<file path="config.mk">
export PLATFORM = sky130hd
export DESIGN_NAME = tank_ctrl
export DESIGN_NICKNAME = d
export VERILOG_FILES = /design/src/rtl/tank_pkg.sv /design/src/rtl/tank_hit_detect.sv /design/src/rtl/tank_ctrl.sv
export SDC_FILE = /design/constraint.sdc
export NUM_CORES = 1
export LEC_CHECK = 0
export CAP_MARGIN = 20
export CORE_ASPECT_RATIO = 0.5
export CORE_MARGIN = 2
export CORE_UTILIZATION = 49
export DETAILED_ROUTE_END_ITERATION = 10
export PLACE_DENSITY = 0.87
export REMOVE_ABC_BUFFERS = 1
export SLEW_MARGIN = 20
export SYNTH_ARGS = -nofsm -noshare
export SYNTH_HDL_FRONTEND = slang
export SYNTH_HIERARCHICAL = 1
export SYNTH_SLANG_ARGS = --single-unit
</file>
<file path="constraint.sdc">
create_clock -name clk -period 4.2 [get_ports clk]
set_input_delay 0.63 -clock clk [delete_from_list [all_inputs] [get_ports clk]]
set_output_delay 0.63 -clock clk [all_outputs]
set_load 0.005 [all_outputs]
</file>
<file path="src/rtl/tank_pkg.sv">
`default_nettype none
// ---- tank_pkg: facing encodings, FSM states and counter sizing for tank_ctrl (rev 1.0) ----
package tank_pkg;

  localparam logic [1:0] DIR_UP    = 2'b00;
  localparam logic [1:0] DIR_DOWN  = 2'b01;
  localparam logic [1:0] DIR_LEFT  = 2'b10;
  localparam logic [1:0] DIR_RIGHT = 2'b11;

  typedef enum logic [1:0] {
    ST_ALIVE = 2'd0,
    ST_DEAD  = 2'd1,
    ST_OVER  = 2'd2
  } tank_state_t;

  // Width of a down-counter that must hold n; never narrower than one bit.
  function automatic int cnt_w(input int n);
    return (n < 1) ? 1 : $clog2(n + 1);
  endfunction

endpackage
`default_nettype wire

</file>
<file path="src/rtl/tank_hit_detect.sv">
`default_nettype none
// ---- tank_hit_detect: any live enemy bullet sitting on the tank square (rev 1.0) ----
module tank_hit_detect #(
  parameter int COORD_W = 5,
  parameter int N_BUL   = 4
) (
  input  logic [N_BUL*COORD_W-1:0] bul_x,
  input  logic [N_BUL*COORD_W-1:0] bul_y,
  input  logic [N_BUL-1:0]         bul_vld,
  input  logic [COORD_W-1:0]       pos_x,
  input  logic [COORD_W-1:0]       pos_y,
  output logic                     hit
);

  logic [N_BUL-1:0] match;

  for (genvar i = 0; i < N_BUL; i++) begin : g_cmp
    assign match[i] = bul_vld[i]
                   && (bul_x[i*COORD_W +: COORD_W] == pos_x)
                   && (bul_y[i*COORD_W +: COORD_W] == pos_y);
  end

  assign hit = |match;

endmodule
`default_nettype wire

</file>
<file path="src/rtl/tank_ctrl.sv">
`default_nettype none
// ---- tank_ctrl: player tank movement, facing, shooting, hits, lives and respawn (rev 1.0) ----
module tank_ctrl
  import tank_pkg::*;
#(
  parameter int COORD_W       = 5,
  parameter int X_MAX         = 16,
  parameter int Y_MAX         = 20,
  parameter int N_BUL         = 4,
  parameter int INIT_X        = 7,
  parameter int INIT_Y        = 7,
  parameter int LIVES         = 3,
  parameter int RESPAWN_TICKS = 8,
  parameter int SHOT_CD       = 2,
  localparam int LW           = $clog2(LIVES + 1)
) (
  input  logic                     clk,
  input  logic                     rst,
  input  logic                     tick,
  input  logic                     tank_en,
  input  logic                     bt_w,
  input  logic                     bt_a,
  input  logic                     bt_s,
  input  logic                     bt_d,
  input  logic                     bt_st,
  input  logic [N_BUL*COORD_W-1:0] bul_x,
  input  logic [N_BUL*COORD_W-1:0] bul_y,
  input  logic [N_BUL-1:0]         bul_vld,
  input  logic                     mybul_busy,
  output logic [COORD_W-1:0]       pos_x,
  output logic [COORD_W-1:0]       pos_y,
  output logic [1:0]               dir,
  output logic                     alive,
  output logic [LW-1:0]            lives_left,
  output logic                     bul_sht,
  output logic                     hit_pulse,
  output logic                     game_over
);

  localparam int RW = cnt_w(RESPAWN_TICKS);
  localparam int CW = cnt_w(SHOT_CD);

  localparam logic [COORD_W-1:0] X_LIM   = COORD_W'(X_MAX);
  localparam logic [COORD_W-1:0] Y_LIM   = COORD_W'(Y_MAX);
  localparam logic [COORD_W-1:0] X_SPAWN = COORD_W'(INIT_X);
  localparam logic [COORD_W-1:0] Y_SPAWN = COORD_W'(INIT_Y);
  localparam logic [LW-1:0]      LIVES_C = LW'(LIVES);
  localparam logic [RW-1:0]      RESP_C  = RW'(RESPAWN_TICKS);
  localparam logic [CW-1:0]      CD_C    = CW'(SHOT_CD);

  tank_state_t          state;
  tank_state_t          state_nx;
  logic [COORD_W-1:0]   x_nx;
  logic [COORD_W-1:0]   y_nx;
  logic [1:0]           dir_nx;
  logic [LW-1:0]        lives_nx;
  logic [RW-1:0]        resp_cnt;
  logic [RW-1:0]        resp_nx;
  logic [CW-1:0]        cd_cnt;
  logic [CW-1:0]        cd_nx;
  logic                 sht_nx;
  logic                 hitp_nx;
  logic                 hit;
  logic                 can_shoot;

  tank_hit_detect #(
    .COORD_W (COORD_W),
    .N_BUL   (N_BUL)
  ) u_hit (
    .bul_x   (bul_x),
    .bul_y   (bul_y),
    .bul_vld (bul_vld),
    .pos_x   (pos_x),
    .pos_y   (pos_y),
    .hit     (hit)
  );

  assign alive     = (state == ST_ALIVE);
  assign game_over = (state == ST_OVER);
  assign can_shoot = bt_st && !mybul_busy && (cd_cnt == '0) && !bul_sht;

  always_ff @(posedge clk or posedge rst) begin
    if (rst) begin
      state      <= ST_ALIVE;
      pos_x      <= X_SPAWN;
      pos_y      <= Y_SPAWN;
      dir        <= DIR_UP;
      lives_left <= LIVES_C;
      resp_cnt   <= '0;
      cd_cnt     <= '0;
      bul_sht    <= 1'b0;
      hit_pulse  <= 1'b0;
    end else begin
      state      <= state_nx;
      pos_x      <= x_nx;
      pos_y      <= y_nx;
      dir        <= dir_nx;
      lives_left <= lives_nx;
      resp_cnt   <= resp_nx;
      cd_cnt     <= cd_nx;
      bul_sht    <= sht_nx;
      hit_pulse  <= hitp_nx;
    end
  end

  always_comb begin
    state_nx = state;
    x_nx     = pos_x;
    y_nx     = pos_y;
    dir_nx   = dir;
    lives_nx = lives_left;
    resp_nx  = resp_cnt;
    cd_nx    = cd_cnt;
    sht_nx   = 1'b0;
    hitp_nx  = 1'b0;

    if (tick && (cd_cnt != '0)) begin
      cd_nx = cd_cnt - 1'b1;
    end

    case (state)
      ST_ALIVE: begin
        // A hit pre-empts both the move and the shot of this cycle.
        if (hit) begin
          hitp_nx  = 1'b1;
          lives_nx = lives_left - 1'b1;
          if (lives_left == LW'(1)) begin
            state_nx = ST_OVER;
          end else begin
            state_nx = ST_DEAD;
            resp_nx  = RESP_C;
          end
        end else if (tank_en) begin
          if (tick) begin
            if (bt_w) begin
              dir_nx = DIR_UP;
              if (pos_y != '0) y_nx = pos_y - 1'b1;
            end else if (bt_s) begin
              dir_nx = DIR_DOWN;
              if (pos_y != Y_LIM) y_nx = pos_y + 1'b1;
            end else if (bt_a) begin
              dir_nx = DIR_LEFT;
              if (pos_x != '0) x_nx = pos_x - 1'b1;
            end else if (bt_d) begin
              dir_nx = DIR_RIGHT;
              if (pos_x != X_LIM) x_nx = pos_x + 1'b1;
            end
          end
          if (can_shoot) begin
            sht_nx = 1'b1;
            cd_nx  = CD_C;
          end
        end
      end
      ST_DEAD: begin
        if (tick) begin
          if (resp_cnt <= RW'(1)) begin
            state_nx = ST_ALIVE;
            x_nx     = X_SPAWN;
            y_nx     = Y_SPAWN;
            dir_nx   = DIR_UP;
            resp_nx  = '0;
          end else begin
            resp_nx = resp_cnt - 1'b1;
          end
        end
      end
      default: begin
      end
    endcase
  end

endmodule
`default_nettype wire
</file>
==> run_results.csv, run 1 <==
group,metric,value,unit
final_layout,area_growth,41.2,%
floorplanning,start_util,0.510,
timing,maxSlewHeadroom,0.415,
cts,ctsLongestPathBuffers,2,
worst_setup_path,crit_arrival,3.13,ns
cts,cts_hold_buffers,0,
worst_setup_path,rr_worst_depth,9,
worst_setup_path,required,4.35,ns
synthesis,synth_enable_flop_cells,0,
timing,period_needed,2.98,ns
synthesis,synth_top_family_by_area,"XOR/XNOR gates",
power,pwr-share-comb,0.501,
routing,vias,1795,
final_layout,final.fill_count,282,
power,p_total,0.00142,W
timing,rsz0062_at_grt,"no",
power,p_int,0.000889,W
run_status,status,"finished clean",
worst_setup_path,start_kind,"primary input",
final_layout,layout_commonest_cell,"clkdlybuf4s50_1",
timing,worst_slew_pin_slew,0.877,ns
routing,dr.pass1.iters,4,
power,seqPwrFrac,0.355,
placement,gp_congestion,0.817,
synthesis,synth_cell_types,50,
placement,pre_cts_slack,1.04,ns
placement,portBuffers,71,
floorplanning,die_w,94.1,um
timing,drv_slew,0,
global_routing,overflow,0,
final_layout,diodes,0,
hold_path,min_path_type,"reg -> reg",
cts,root_buffer,"clkbuf_8",
routing,drc,0,
global_routing,antenna_found_initial,0,
power,p_leak,1.12,nW
synthesis,synthFlopType,"dfrtp_1",
synthesis,synthesis.area,0.00199,mm2
routing,vias_per_cell,5.37,
power,switching_share,0.374,
floorplanning,dieArea,0.00462,mm2
synthesis,syn_avg_cell_area,9.48,um2
cts,clkLatencyLatePin,0.27,ns
timing,hold_viol,0,
synthesis,yosys-top-cells-area,"dfrtp_1, xnor2_1, dfstp_2",
final_layout,drive_gt1_frac,0.0893,
timing,max_freq,336,MHz
timing,finalCritPeriodShare,0.709,
routing,wirelength,5.20,mm
worst_setup_path,end_kind,"register",
worst_setup_path,crit_path_max_fanout,7,
floorplanning,design.core.area,0.00390,mm2
synthesis,synthAdderAreaFrac,0.0830,
worst_setup_path,worstReg2RegStart,"pos_x[0]$_DFFE_PP1P_",
timing,tns,0,ns
synthesis,yosysWarningCount,6,
floorplanning,io_pins,72,
synthesis,synthSimpleGateAreaFrac,0.176,
synthesis,synth.yosys.seq_area_share,0.307,
final_layout,multiInputGateArea,0.00131,mm2
synthesis,synth_xor_area_frac,0.211,
hold_path,whs_path_depth,1,
synthesis,ys_ff_latch,24,
cts,post_cts_buffers,0,
power,p_sw,0.000532,W
routing,wire_per_inst,15.6,um
routing,postRouteAntennaNets,0,
cts,post_cts_resized,0,
worst_setup_path,worst-r2r-setup-slack,1.35,ns
hold_path,hold-path-endpoint,"dir[1]$_DFFE_PP0P_",
cts,cts_buffers,3,
synthesis,async_reset_ff_frac,1.00,
power,ir_worst_vdd,0.000213,V
synthesis,synthMuxAreaShare,0.0434,
cts,cts.sinks,24,
run,maxCapViolations,0,
global_routing,grt_usage,0.226,
global_routing,grt_pass1_vias,1788,
hold_path,hold_start,"dir[1]$_DFFE_PP0P_",
worst_setup_path,path_class,"in -> reg",
timing,fin_ws,1.22,ns
floorplanning,core.rowCount,16,
worst_setup_path,r2r-end,"resp_cnt[3]$_DFFE_PP0P_",
synthesis,yosysTopAreaCellShare,0.201,
synthesis,synth_compound_area_frac,0.146,
cts,cts_tree,"yes",
final_layout,regArea,611,um2
cts,clkTransAtPathRegs,0.09,ns
final_layout,nets,347,
global_routing,grt_max_degree,25,
routing,drtIter0Drc,49,
timing,setup_violations,0,
placement,dp_hpwl,4.04,mm
synthesis,netlist_instances,210,
power,powerDensity,506,mW/mm2
synthesis,synth_largest_area_cell,"dfrtp_1",
cts,cts_max_level,1,
floorplanning,die_h,49.1,um
power,clockPowerShare,0.144,
global_routing,grt_pass1_wl,8.29,mm
final_layout,final_cell_mix,"clkdlybuf4s50_1, xnor2_1, nor2_1, dfrtp_1, nand2_1",
timing,finClkSkew,0.00628,ns
## metrics by stage
stage	util	instances	area (um2)	hold WS, ns
after global placement	0.702	330	2740	0.469
after floorplan	-	205	1960	0.459
after global routing	0.720	334	2810	0.524
after detailed placement	0.702	330	2740	0.478
final	0.720	334	2810	0.494
after CTS	0.720	334	2810	0.502
## cell families (layout without fill, tap and decap cells)
| family | after synthesis | count (layout) |
|---|---|---|
| mux | 7 | 7 |
| buf+inv | 15 | 85 |
| compound gates | 38 | 38 |
| xor+xnor | 48 | 48 |
| flops | 24 | 24 |
| fa+ha+maj | 12 | 12 |
| simple gates | 66 | 66 |
## layer usage
layer	share of wire	GRT usage
met3	0.076	0.0556
met2	0.49	0.420
met5	0	0
met4	0.011	0.0507
met1	0.43	0.265
## power by group through the flow
stage | Sequential, W | Clock [W] | Combinational [W]
floorplan | 0.000467 | 0 | 0.000455
global placement | 0.000504 | 0 | 0.000673
detailed placement | 0.000509 | 0 | 0.000706
CTS | 0.000505 | 0.000207 | 0.000713
global route | 0.000523 | 0.000217 | 0.000777
finish | 0.000504 | 0.000205 | 0.000712
## sequential cells by signal, summed over array words and instances, names as in the netlist
register	count
pos_x	5
pos_y	5
resp_cnt	4
cd_cnt	2
dir	2
lives_left	2
state	2
bul_sht	1
hit_pulse	1
## cell usage after synthesis, drive strengths merged (2+ instances only)
master and number:
a21boi 2, a21o 6, a21oi 5, a31o 2
buf 2, clkbuf 3, dfrtp 16, dfstp 8
fa 2, ha 10, inv 10, mux2 4
mux2i 3, nand2 16, nand2b 2, nand3 4
nand4 8, nor2 16, nor2b 3, nor3 6
nor4 3, o21ai 9, o22ai 2, o31ai 3
xnor2 36, xor2 12
## worst max path at each step
| stage | start | endpoint | slack, ns | cells after the start |
|---|---|---|---|---|
| final | bul_x[19] | resp_cnt[3]$_DFFE_PP0P_ | 1.22 | 10 |
| after global routing | bul_x[15] | resp_cnt[3]$_DFFE_PP0P_ | 1.16 | 10 |
| after CTS | bul_x[19] | resp_cnt[3]$_DFFE_PP0P_ | 1.31 | 10 |
| after detailed placement | bul_x[15] | resp_cnt[3]$_DFFE_PP0P_ | 1.04 | 10 |
| after global placement | bul_x[6] | dir[0]$_DFFE_PP0P_ | 1.13 | 11 |
| after floorplan | bul_x[15] | dir[0]$_DFFE_PP0P_ | 1.75 | 10 |
## critical path, stage by stage
cell and delay [ns]:
clkdlybuf4s50_1 0.41, xor2_1 0.16, nor4_1 0.32, nand4_1 0.15, o22ai_1 0.17, or3_1 0.22
or3b_1 0.40, a21o_1 0.27, o41ai_1 0.28, o21ai_1 0.11
## final cells by class
type | count | area share
clock buffer | 3 | 0.0147
clock inverter | 1 | 0.0107
inverter | 10 | 0.0134
multi-input combinational | 171 | 0.467
sequential | 24 | 0.217
tap | 54 | 0.0240
timing repair buffer | 71 | 0.253
(Power assumes the default switching activity.)
==> inputs of run 2 (changes only) <==
--- a/config.mk
+++ b/config.mk
@@ -8,9 +8,9 @@
 export CAP_MARGIN = 20
 export CORE_ASPECT_RATIO = 0.5
 export CORE_MARGIN = 2
-export CORE_UTILIZATION = 49
+export CORE_UTILIZATION = 41
 export DETAILED_ROUTE_END_ITERATION = 10
-export PLACE_DENSITY = 0.87
+export PLACE_DENSITY = 0.77
 export REMOVE_ABC_BUFFERS = 1
 export SLEW_MARGIN = 20
 export SYNTH_ARGS = -nofsm -noshare
==> constraint.sdc (replaced) <==
create_clock -name clk -period 2.5 [get_ports clk]
set_input_delay 0.375 -clock clk [delete_from_list [all_inputs] [get_ports clk]]
set_output_delay 0.375 -clock clk [all_outputs]
set_load 0.005 [all_outputs]
==> run 2 against run 1 <==
Against the previous run: the run now ends with negative setup slack left; largest power group unchanged; worst hold slack worse by 0.030 ns; clock skew down 0.0027 ns; die area increased by 18%; critical path depth is 1 higher; combinational power is 130% higher; flip-flop and latch count unchanged; cell count rose by 13%; sequential share of layout area is 2.4 points lower.
==> run_results.csv, run 2 (synthesis results as in run 1) <==
group,metric,value,unit
run_status,status,"finished with violations",
run_status,failed_checks,"negative setup slack",
timing,tns,-0.512,ns
final_layout,area_growth,58.9,%
cts,root_buffer,"clkbuf_8",
global_routing,grt_usage,0.204,
timing,max_freq,386,MHz
final_layout,drive_gt1_frac,0.217,
cts,cts_tree,"yes",
cts,cts_hold_buffers,0,
timing,period_needed,2.59,ns
worst_setup_path,cp_slowest_cell,"clkdlybuf4s50_1",
cts,clkLatencyLatePin,0.27,ns
floorplanning,io_pins,72,
floorplanning,design.core.area,0.00453,mm2
placement,gp_congestion,0.844,
placement,dp_hpwl,4.39,mm
timing,fin_ws,-0.0934,ns
routing,postRouteAntennaNets,0,
final_layout,final_cell_mix,"clkdlybuf4s50_1, xnor2_1, buf_4",
final_layout,reg.largest.list,"pos_x x5, pos_y x5, resp_cnt x4",
floorplanning,core.rowCount,17,
worst_setup_path,required,2.66,ns
routing,vias,1944,
cts,cts.sinks,24,
run,maxCapViolations,0,
worst_setup_path,end_kind,"register",
global_routing,antenna_found_initial,0,
worst_setup_path,start_kind,"primary input",
final_layout,finish.utilization,0.698,
routing,wire_per_inst,15.2,um
routing,vias_per_cell,5.13,
timing,finClkSkew,0.00359,ns
routing,drtIter0Drc,65,
hold_path,min_path_type,"in -> async",
final_layout,layout_commonest_cell,"clkdlybuf4s50_1",
worst_setup_path,slowest_delay,0.43,ns
timing,maxSlewHeadroom,0.732,
power,powerDensity,860,mW/mm2
floorplanning,die_w,103,um
final_layout,multiInputGateArea,0.00138,mm2
floorplanning,dieArea,0.00546,mm2
placement,pre_cts_slack,-0.356,ns
cts,cts_max_level,1,
routing,wirelength,5.75,mm
worst_setup_path,crit_arrival,2.75,ns
final_layout,nets,380,
cts,ctsLongestPathBuffers,2,
cts,cts_buffers,3,
global_routing,grt_pass1_vias,1868,
timing,worst_slew_pin_slew,0.401,ns
timing,drv_slew,0,
worst_setup_path,crit_path_max_fanout,4,
cts,clkTransAtPathRegs,0.09,ns
worst_setup_path,crit_chain,"clkdlybuf4s50_1, xor2_1, nor4_1, nand4_1, o22ai_2, or3_4, and2b_2, o221ai_2, o21ai_1, nor2b_4, mux2_4",
timing,rsz0062_at_grt,"yes",
timing,setup_violations,9,
worst_setup_path,path_class,"in -> reg",
floorplanning,die_h,53.3,um
final_layout,regArea,612,um2
global_routing,grt_pass1_wl,8.56,mm
timing,hold_viol,0,
timing,holdWs,0.464,ns
power,p_leak,1.33,nW
floorplanning,start_util,0.439,
routing,dr.pass1.iters,4,
final_layout,diodes,0,
timing,finalCritPeriodShare,1.04,
placement,portBuffers,71,
power,ir_worst_vdd,0.000308,V
global_routing,grt_max_degree,25,
routing,drc,0,
global_routing,overflow,0,
final_layout,final.fill_count,334,
-- run 2: area by class of cell --
cell class                 count  area share
tap                           66      0.0261
inverter                      10      0.0119
timing repair buffer         104       0.310
clock buffer                   3      0.0131
multi-input combinational    171       0.436
sequential                    24       0.193
clock inverter                 1     0.00949
-- run 2: stage by stage --
step / std cells / area, um2 / power, W
3_3_place_gp: 366 / 2930 / 0.00212
3_5_place_dp: 366 / 2930 / 0.00218
4_1_cts: 377 / 3100 / 0.00263
2_1_floorplan: 205 / 1960 / 0.00155
6_report: 379 / 3160 / 0.00272
5_1_grt: 379 / 3160 / 0.00291
-- run 2: repair_timing --
item | CTS | global route
buffers inserted | 7 | 2
pin swaps | 3 | 2
cloned | 0 | 0
endpoints found under the setup margin | 11 | 16
gates resized for setup | 7 | 13
-- run 2: path summary, 6_finish.rpt --
| check | start | end | slack [ns] | depth (start not counted) |
|---|---|---|---|---|
| min in group clk | cd_cnt[1]$_DFF_PP0_ | cd_cnt[1]$_DFF_PP0_ | 0.49 | 1 |
| hold / removal | rst | bul_sht$_DFF_PP0_ | 0.46 | 3 |
| setup / recovery | bul_y[16] | pos_x[3]$_DFFE_PP0P_ | -0.09 | 11 |
| hold reg to reg | cd_cnt[1]$_DFF_PP0_ | cd_cnt[1]$_DFF_PP0_ | 0.49 | 1 |
| setup reg to reg | pos_y[1]$_DFFE_PP1P_ | pos_x[3]$_DFFE_PP0P_ | -0.07 | 10 |
| max in group asynchronous | rst | pos_x[1]$_DFFE_PP1P_ | 1.74 | 3 |
-- run 2: per-layer routing --
| metal | share of wire | track usage | vias to the layer above |
|---|---|---|---|
| met2 | 0.50 | 0.385 | 54 |
| met3 | 0.054 | 0.0357 | 6 |
| met4 | 0.0068 | 0.0467 | 0 |
| li1 | - | - | 939 |
| met1 | 0.44 | 0.246 | 945 |
| met5 | 0 | 0 | - |
-- run 2: critical path, delay by kind of cell --
kind | cells | cell delay, ns
AO/OA/AOI/OAI | 3 | 0.43
multiplexers | 1 | 0.29
AND/OR/NAND/NOR | 5 | 1.07
buffers and inverters | 1 | 0.43
XOR/XNOR | 1 | 0.16
-- run 2: power breakdown --
| group | switching [W] | internal (W) | leakage (nW) | total [W] |
|---|---|---|---|---|
| Clock | 0.000129 | 0.000214 | 0.0357 | 0.000343 |
| Combinational | 0.000672 | 0.000964 | 1.00 | 0.00164 |
| Sequential | 0.000184 | 0.000556 | 0.288 | 0.000740 |
